### config.mk
export PLATFORM = sky130hd
export DESIGN_NAME = uart_tx_cfg
export DESIGN_NICKNAME = d
export VERILOG_FILES = /design/src/rtl/uart_pkg.sv /design/src/rtl/uart_bit_timer.sv /design/src/rtl/uart_tx_cfg.sv
export SDC_FILE = /design/constraint.sdc
export NUM_CORES = 1
export LEC_CHECK = 0
export CAP_MARGIN = 20
export CORE_MARGIN = 3
export CORE_UTILIZATION = 45
export DETAILED_ROUTE_END_ITERATION = 12
export HOLD_SLACK_MARGIN = 0.15
export PLACE_DENSITY_LB_ADDON = 0.15
export SLEW_MARGIN = 10
export SYNTH_ARGS = -nofsm -noshare
export SYNTH_HDL_FRONTEND = slang
export SYNTH_HIERARCHICAL = 1
export SYNTH_SLANG_ARGS = --single-unit
export TNS_END_PERCENT = 30
### constraint.sdc
create_clock -name clk -period 6.11 [get_ports clk]
set_clock_uncertainty 0.1 [all_clocks]
set_input_delay 1.222 -clock clk [delete_from_list [all_inputs] [get_ports clk]]
set_output_delay 1.222 -clock clk [all_outputs]
set_load 0.005 [all_outputs]
### src/rtl/uart_pkg.sv
// Shared UART definitions: parity mode codes and transmitter FSM state encoding.
package uart_pkg;

   localparam int PAR_NONE = 0;
   localparam int PAR_ODD  = 1;
   localparam int PAR_EVEN = 2;

   typedef enum logic [2:0] {
      IDLE  = 3'd0,
      START = 3'd1,
      DATA  = 3'd2,
      PAR   = 3'd3,
      STOP  = 3'd4
   } state_e;

endpackage

### src/rtl/uart_bit_timer.sv
// Baud tick generator: counts clk cycles while en, bit_end pulses on count CLK_DIV-1.
// Zero-latency bit_end from the registered count; restart holds the count at zero.
module uart_bit_timer #(
   parameter int CLK_DIV = 434
) (
   input  logic clk,
   input  logic rst_n,
   input  logic restart,
   input  logic en,
   output logic bit_end
);
   localparam int            CW   = $clog2(CLK_DIV);
   localparam logic [CW-1:0] LAST = CW'(CLK_DIV - 1);

   logic [CW-1:0] cnt_q, cnt_d;

   assign bit_end = en && (cnt_q == LAST);

   // Wrapping to zero on bit_end keeps every bit exactly CLK_DIV cycles long.
   always_comb begin
      cnt_d = cnt_q;
      if (restart)
         cnt_d = '0;
      else if (en)
         cnt_d = bit_end ? '0 : cnt_q + 1'b1;
   end

   always_ff @(posedge clk or negedge rst_n) begin
      if (!rst_n)
         cnt_q <= '0;
      else
         cnt_q <= cnt_d;
   end

endmodule

### src/rtl/uart_tx_cfg.sv
// Configurable UART transmitter with a one-entry holding register; tx falls 2 cycles after accept.
// Backpressure: tx_ready = !hold_full; a strobe while not ready is dropped and flagged on tx_ovf.
module uart_tx_cfg
   import uart_pkg::*;
#(
   parameter int CLK_DIV   = 434,
   parameter int DATA_W    = 8,
   parameter int PARITY    = 0,
   parameter int STOP_BITS = 1
) (
   input  logic              clk,
   input  logic              rst_n,
   input  logic              tx_en,
   input  logic [DATA_W-1:0] tx_dat,
   output logic              tx_ready,
   output logic              tx,
   output logic              busy,
   output logic              tx_done,
   output logic              tx_ovf
);
   state_e              state_q, state_d;
   logic                hold_full_q, hold_full_d;
   logic [DATA_W-1:0]   hold_dat_q, hold_dat_d;
   logic [DATA_W-1:0]   shift_q, shift_d;
   logic                par_q, par_d;
   logic [2:0]          bit_cnt_q, bit_cnt_d;
   logic                stop_cnt_q, stop_cnt_d;
   logic                tx_q, tx_d;
   logic                tx_done_q, tx_done_d;
   logic                tx_ovf_q, tx_ovf_d;
   logic                load, unload, bit_end;

   uart_bit_timer #(.CLK_DIV(CLK_DIV)) u_timer (
      .clk     (clk),
      .rst_n   (rst_n),
      .restart (state_q == IDLE),
      .en      (state_q != IDLE),
      .bit_end (bit_end)
   );

   always_comb begin
      load       = tx_en && !hold_full_q;
      unload     = 1'b0;
      state_d    = state_q;
      shift_d    = shift_q;
      par_d      = par_q;
      bit_cnt_d  = bit_cnt_q;
      stop_cnt_d = stop_cnt_q;
      tx_done_d  = 1'b0;
      unique case (state_q)
         IDLE:  if (hold_full_q) begin
                   state_d = START;
                   unload  = 1'b1;
                end
         START: if (bit_end) begin
                   state_d   = DATA;
                   bit_cnt_d = '0;
                end
         DATA:  if (bit_end) begin
                   shift_d   = shift_q >> 1;
                   bit_cnt_d = bit_cnt_q + 3'd1;
                   if (bit_cnt_q == 3'(DATA_W - 1))
                      state_d = (PARITY != PAR_NONE) ? PAR : STOP;
                end
         PAR:   if (bit_end)
                   state_d = STOP;
         STOP:  if (bit_end) begin
                   if (stop_cnt_q == 1'(STOP_BITS - 1)) begin
                      tx_done_d = 1'b1;
                      // A held word chains straight into the next start bit.
                      if (hold_full_q) begin
                         state_d = START;
                         unload  = 1'b1;
                      end else begin
                         state_d = IDLE;
                      end
                   end else begin
                      stop_cnt_d = 1'b1;
                   end
                end
         default: state_d = IDLE;
      endcase
      if (unload) begin
         shift_d    = hold_dat_q;
         par_d      = (^hold_dat_q) ^ (PARITY == PAR_ODD);
         stop_cnt_d = 1'b0;
      end
   end

   always_comb begin
      hold_dat_d  = load ? tx_dat : hold_dat_q;
      hold_full_d = load || (hold_full_q && !unload);
      tx_ovf_d    = tx_en && hold_full_q;
      tx_d        = 1'b1;
      unique case (state_q)
         START:   tx_d = 1'b0;
         DATA:    tx_d = shift_q[0];
         PAR:     tx_d = par_q;
         default: tx_d = 1'b1;
      endcase
   end

   always_ff @(posedge clk or negedge rst_n) begin
      if (!rst_n) begin
         state_q     <= IDLE;
         hold_full_q <= 1'b0;
         hold_dat_q  <= '0;
         shift_q     <= '0;
         par_q       <= 1'b0;
         bit_cnt_q   <= '0;
         stop_cnt_q  <= 1'b0;
         tx_q        <= 1'b1;
         tx_done_q   <= 1'b0;
         tx_ovf_q    <= 1'b0;
      end else begin
         state_q     <= state_d;
         hold_full_q <= hold_full_d;
         hold_dat_q  <= hold_dat_d;
         shift_q     <= shift_d;
         par_q       <= par_d;
         bit_cnt_q   <= bit_cnt_d;
         stop_cnt_q  <= stop_cnt_d;
         tx_q        <= tx_d;
         tx_done_q   <= tx_done_d;
         tx_ovf_q    <= tx_ovf_d;
      end
   end

   assign tx_ready = !hold_full_q;
   assign tx       = tx_q;
   assign busy     = (state_q != IDLE) || hold_full_q;
   assign tx_done  = tx_done_q;
   assign tx_ovf   = tx_ovf_q;

endmodule

==> results of run 1 <==
## routing by layer
metal | share of wire (%) | routed length [um] | GRT usage, % | up-vias
met3 | 3.3 | 119 | 5.90 | 6
li1 | - | - | - | 630
met2 | 47 | 1670 | 23.7 | 24
met4 | 1.4 | 51 | 5.74 | 0
met1 | 48 | 1730 | 21.9 | 651
met5 | 0 | 0 | 0 | -
## cell type report
class | instances | area, um2
Fill cell | 335 | 1660
Multi-Input combinational cell | 118 | 907
Sequential cell | 36 | 902
Timing Repair Buffer | 16 | 158
Clock buffer | 5 | 68.8
Tap cell | 48 | 60.1
Clock inverter | 3 | 42.5
Inverter | 7 | 26.3
## how the worst max path moves through the flow
stage | endpoint | slack, ps | startpoint
after floorplan | shift_q[1]$_DFFE_PN0P_ | 3020 | state_q[0]$_DFFE_PN0P_
after global placement | shift_q[0]$_DFFE_PN0P_ | 2610 | state_q[0]$_DFFE_PN0P_
after detailed placement | shift_q[0]$_DFFE_PN0P_ | 2370 | state_q[0]$_DFFE_PN0P_
after CTS | shift_q[0]$_DFFE_PN0P_ | 2370 | state_q[0]$_DFFE_PN0P_
after global routing | shift_q[0]$_DFFE_PN0P_ | 2030 | state_q[0]$_DFFE_PN0P_
final | shift_q[0]$_DFFE_PN0P_ | 2360 | state_q[0]$_DFFE_PN0P_
## sequential cells by signal, summed over array words and instances, names as in the netlist
register,cells
tx_ovf,1
state_q,3
shift_q,8
hold_dat_q,8
hold_full_q,1
tx_done,1
par_q,1
u_timer/cnt_q,9
tx,1
bit_cnt_q,3
## where the power goes
group,total (mW),internal [mW],switching (mW),leakage (nW)
clock,0.208,0.121,0.0876,0.0541
combinational,0.147,0.0779,0.0687,0.410
sequential,0.326,0.279,0.0472,0.449
## per-stage QoR
step	setup slack [ps]	util [%]	hold WS [ps]	std cells	power, mW
2_1_floorplan	3020	-	377	167	0.429
3_3_place_gp	2610	53.7	391	225	0.465
3_5_place_dp	2370	53.7	401	225	0.476
4_1_cts	2370	56.6	420	233	0.688
5_1_grt	2030	56.6	444	233	0.722
6_report	2360	56.6	422	233	0.681
## placed cells by master (no fill, tap or decap), drive strengths merged, types with 2 or more instances in the layout
cell / instances
xnor2: 7
and2b: 3
a22o: 5
xor2: 3
clkbuf: 5
or2: 2
nand2: 10
ha: 4
o2111ai: 2
clkdlybuf4s50: 15
a21oi: 9
inv: 7
dfrtp: 35
o211ai: 2
nor3: 3
nor2b: 2
nand2b: 6
mux2: 17
nor2: 10
or3: 4
o21ai: 10
o311ai: 2
## cells by family after synthesis
family / Yosys count
flops: 36
compound gates: 37
simple gates: 49
mux: 18
xor+xnor: 10
buf+inv: 13
fa+ha+maj: 4
## critical path, cell delays in order (launching register included)
cell,delay (ps)
dfrtp_1,700
nor3_1,280
inv_1,260
nand3b_1,210
nor3_1,570
and2b_4,300
nor4_4,550
mux2_2,410
mux2_2,260
==> results.md, run 1 <==
- Status: finished clean
- Seq/Total Area, Yosys: approximately 48%
- Post-cts resize count: 0
- Iter 0 DRT Violations: 88
- CP Launch Type: register
- CTS Hold Bufs: 0
- CP Class: register to register
- Root buf cell: clkbuf_8
- Most frequent cell after synthesis: dfrtp_1
- TritonCTS clock tree: yes
- Adder-cell share of the synthesized area: 2.68%
- Top cell type's share of synthesized area: between 40% and 50%
- WHS Endpoint: shift_q[3]$_DFFE_PN0P_
- Site Rows: 22
- Nets: 199
- Asr flop ratio synth: between 90% and 100%
- Clk pin slew, worst setup/hold paths: 80 ps
- Final Slew Violations: 0
- IO Pins: 16
- CTS Buf Count: 5
- EDFF count, synth: 0
- Multiplexer area fraction after synthesis: 11.6%
- Slew headroom: 41.5%
- Gr usage total: around 16%
- Max Freq: between 0.2 and 0.3 GHz
- CTS Sinks: 36
- Worst reg2reg startpoint: state_q[0]$_DFFE_PN0P_
- Power per standard cell area: about 310 nW/um2
- DRC: 0
- Ant diodes: 0
- Routed wire length: approximately 3.6 mm
- CTS max path bufs: 2
- Tightest Pin Transition: about 870 ps
- Simple-gate share of the synthesized area: between 10% and 20%
- RSZ-0062 raised after global routing: no
- Hold path depth: 1
- Largest family of logic cells by synthesized area: simple AND/OR/NAND/NOR gates
- DRT Pass-1 Iters: 4
- Die H: 70.4 um
- Reg-to-reg endpoint: shift_q[0]$_DFFE_PN0P_
- Core ar.: between 3000 and 4000 um2
- CP required: between 6000 and 7000 ps
- Critical path peak fanout: 17
- Max Cap Viol: 0
- GP Congestion: slightly below 0.9
- Via density: between 5 and 6
- First-pass GRT wire length: roughly 6.3 mm
- Post-Syn Instances: ~170
- Initial antenna violation count: 0
- Area Overhead vs Synth: 15.9%
- Later-pin clock latency in the skew report: around 290 ps
- Cell area after layout: 2160 um2
- Die area: just under 5000 um2
- Top cells by area, synth: dfrtp_1 (47%), mux2_2 (7.8%), xnor2_1 (3.3%)
- Tcrit/Tclk final: slightly above 60%
- Commonest cells in the netlist: dfrtp_1 (35), mux2_2 (13), nand2_1 (10), nor2_1 (10), o21ai_0 (10)
- Hold/Removal Path Class: register to register
- Post-route ant nets: 0
- Critical hold path startpoint: shift_q[3]$_DFFE_PN0P_
- Routed wire per std cell: 15.3 um
- XOR/XNOR share of the synthesized area: about 4.7%
- Setup_tns: 0 ps
- Syn_area_per_cell: ~11 um2
- Residual overflow from global routing: 0
- DR vias: about 1300
- Post-synth cell types: 46
- Pleak: 0.913 nW
- YS warnings: 6
- Vias in the first global route: between 1000 and 1500
- Setup Fix Bufs, Post-CTS: 0
- Yosys reg bits: 36
- Final Critical Period: ~3700 ps
- Width of the die: around 70 um
- CP arrival: between 3000 and 4000 ps
- # port buffers: 15
- Initial core utilization: between 40% and 50%
- Dpl hpwl: 2.54 mm
- Share of cells above drive strength 1: a little under a fifth
- Final hold viol count: 0
- Synth Area in Compound Gates: 14.7%
- Synthesized area: roughly 1900 um2
- Synthesized Nets: between 150 and 200
- Final Setup Violations: 0
- H-tree depth: 2
- Worst reg-to-reg path cell count: 8
- DP Area: just over 2000 um2
- Largest net degree at the start of global routing: 37
- Crit. End Element: register
- Leading register cell type out of synthesis: dfrtp_1
- Cell taking the most area after synthesis: dfrtp_1
- Worst IR Drop VDD: between 0.00015 and 0.0002 V
- R2r setup slk: 2360 ps
No activity file was read; power rests on OpenSTA's default activity.
==> run 2: changes to the inputs <==
- clock period: 6.11 -> 3.3 ns (I/O delays scaled with it)
==> results.md, run 2 (same netlist as run 1, synthesis figures left out) <==
- Post-cts resize count: 0
- Routed wire length: 3.58 mm
- Root buf cell: clkbuf_8
- Final Critical Period: around 2700 ps
- CTS Sinks: 36
- Reg-to-reg endpoint: shift_q[0]$_DFFE_PN0P_
- Tcrit/Tclk final: between 80% and 90%
- Routed wire per std cell: around 15 um
- Critical path peak fanout: 11
- Hold_ws: roughly 420 ps
- RSZ-0062 raised after global routing: no
- Area Overhead vs Synth: 17.7%
- CP max-delay cell: dfrtp_1
- Cell breakdown of the critical path: nor3_1, inv_1, nand3b_1, nor3_1, buf_4, and2b_4, nor4_4, buf_4, mux2_2, mux2_2
- Nets: between 200 and 250
- Post-route ant nets: 0
- Die area: between 4000 and 5000 um2
- Clk pin slew, worst setup/hold paths: around 80 ps
- Pleak: roughly 0.94 nW
- Largest net degree at the start of global routing: 37
- Hold/Removal Path Class: register to register
- Dpl hpwl: 2.62 mm
- Crit. End Element: register
- Share of cells above drive strength 1: between 20 and 25%
- Top reg by flops: u_timer/cnt_q
- Max Freq: approximately 0.37 GHz
- Largest register FFs: 9
- Vias in the first global route: ~1400
- DP Area: 2090 um2
- Pwr Total: 1.25 mW
- H-tree depth: 2
- Critical hold path startpoint: shift_q[3]$_DFFE_PN0P_
- # port buffers: 15
- Residual overflow from global routing: 0
- Final Slew Violations: 0
- Slew headroom: approximately half
- Gr usage total: between 10% and 20%
- Most common cell after layout, fill and taps aside: dfrtp_1
- Status: finished clean
- Setup_tns: 0 ps
- Later-pin clock latency in the skew report: roughly 280 ps
- TritonCTS clock tree: yes
- GP Congestion: 0.858
- Hold path depth: 1
- Final Setup Violations: 0
- Tightest Pin Transition: between 700 and 800 ps
- Iter 0 DRT Violations: 70
- R2r setup slk: 560 ps
- DRC: 0
- Final instance count without filler cells: approximately 240
- Worst IR Drop VDD: 0.000571 V
- Core ar.: about 3800 um2
- Core Util, Final: between 50% and 60%
- Top Registers: u_timer/cnt_q (9), hold_dat_q (8), shift_q (8)
- Die H: between 70 and 80 um
- Commonest cells after routing, fill and taps aside: dfrtp_1 (35), clkdlybuf4s50_1 (15), mux2_2 (13)
- Site Rows: 22
- CTS Buf Count: 5
- Cells after DPL: 230
- Worst reg-to-reg path cell count: 10
- Min setup slack post-route: roughly 560 ps
- CP arrival: 2810 ps
- Final hold viol count: 0
- Initial core utilization: a little under 50%
- CTS Hold Bufs: 0
- Via density: 5.56
- Width of the die: 70.4 um
- Cell area after layout: about 2200 um2
- Initial antenna violation count: 0
- CP Class: register to register
- CTS max path bufs: 2
- WHS Endpoint: shift_q[3]$_DFFE_PN0P_
- CP required: 3380 ps
- Filler cell count: between 300 and 400
- Setup Fix Bufs, Post-CTS: 0
- IO Pins: 16
- Max Cap Viol: 0
- Power per standard cell area: 567 nW/um2
- Worst reg2reg startpoint: state_q[2]$_DFFE_PN0P_
- CP Launch Type: register
- DR vias: between 1000 and 1500
- First-pass GRT wire length: 6.31 mm
- Ant diodes: 0
- DRT Pass-1 Iters: 4
- Placement Setup Slack: between 500 and 600 ps
- Slowest stage delay, CP: about 470 ps
## run 2: critical path: cells and delay by family, from the launching register on
| kind | cells | cell delay, ps |
|---|---|---|
| buffers and inverters | 3 | 620 |
| flip-flops | 1 | 470 |
| multiplexers | 2 | 610 |
| AND/OR/NAND/NOR | 5 | 830 |
## run 2: layout make-up
type | instances | area, um2 | area share (%)
multi-input cells | 118 | 907 | 41.3
clock inverters | 2 | 35.0 | 1.59
inverters | 7 | 26.3 | 1.20
well taps | 48 | 60.1 | 2.73
repair buffers | 21 | 195 | 8.88
clock buffers | 6 | 72.6 | 3.30
flip-flops and latches | 36 | 902 | 41.0
## run 2: metal layers
metal	vias to the layer above	part of all wire, %	global-route usage, %
met2	21	50	27.2
met5	-	0	0
met4	0	1.9	6.17
li1	641	-	-
met3	8	3.3	4.32
met1	653	45	19.3
## run 2: worst max-delay path by stage
stage | startpoint | to | slack [ps] | cells past startpoint
2_1_floorplan | state_q[0]$_DFFE_PN0P_ | shift_q[1]$_DFFE_PN0P_ | 210 | 12
3_3_place_gp | u_timer/cnt_q[1]$_DFFE_PN0P_ | shift_q[0]$_DFFE_PN0P_ | 670 | 10
3_5_place_dp | state_q[2]$_DFFE_PN0P_ | shift_q[0]$_DFFE_PN0P_ | 590 | 10
4_1_cts | state_q[2]$_DFFE_PN0P_ | shift_q[0]$_DFFE_PN0P_ | 570 | 10
5_1_grt | state_q[2]$_DFFE_PN0P_ | shift_q[0]$_DFFE_PN0P_ | 350 | 10
6_report | state_q[2]$_DFFE_PN0P_ | shift_q[0]$_DFFE_PN0P_ | 560 | 10
## run 2: report_power, final
group | switching [mW] | total (mW) | leakage (nW) | internal (mW)
Sequential | 0.0822 | 0.599 | 0.449 | 0.517
Clock | 0.154 | 0.378 | 0.0552 | 0.224
Combinational | 0.127 | 0.270 | 0.436 | 0.144
Total | 0.363 | 1.25 | 0.940 | 0.884
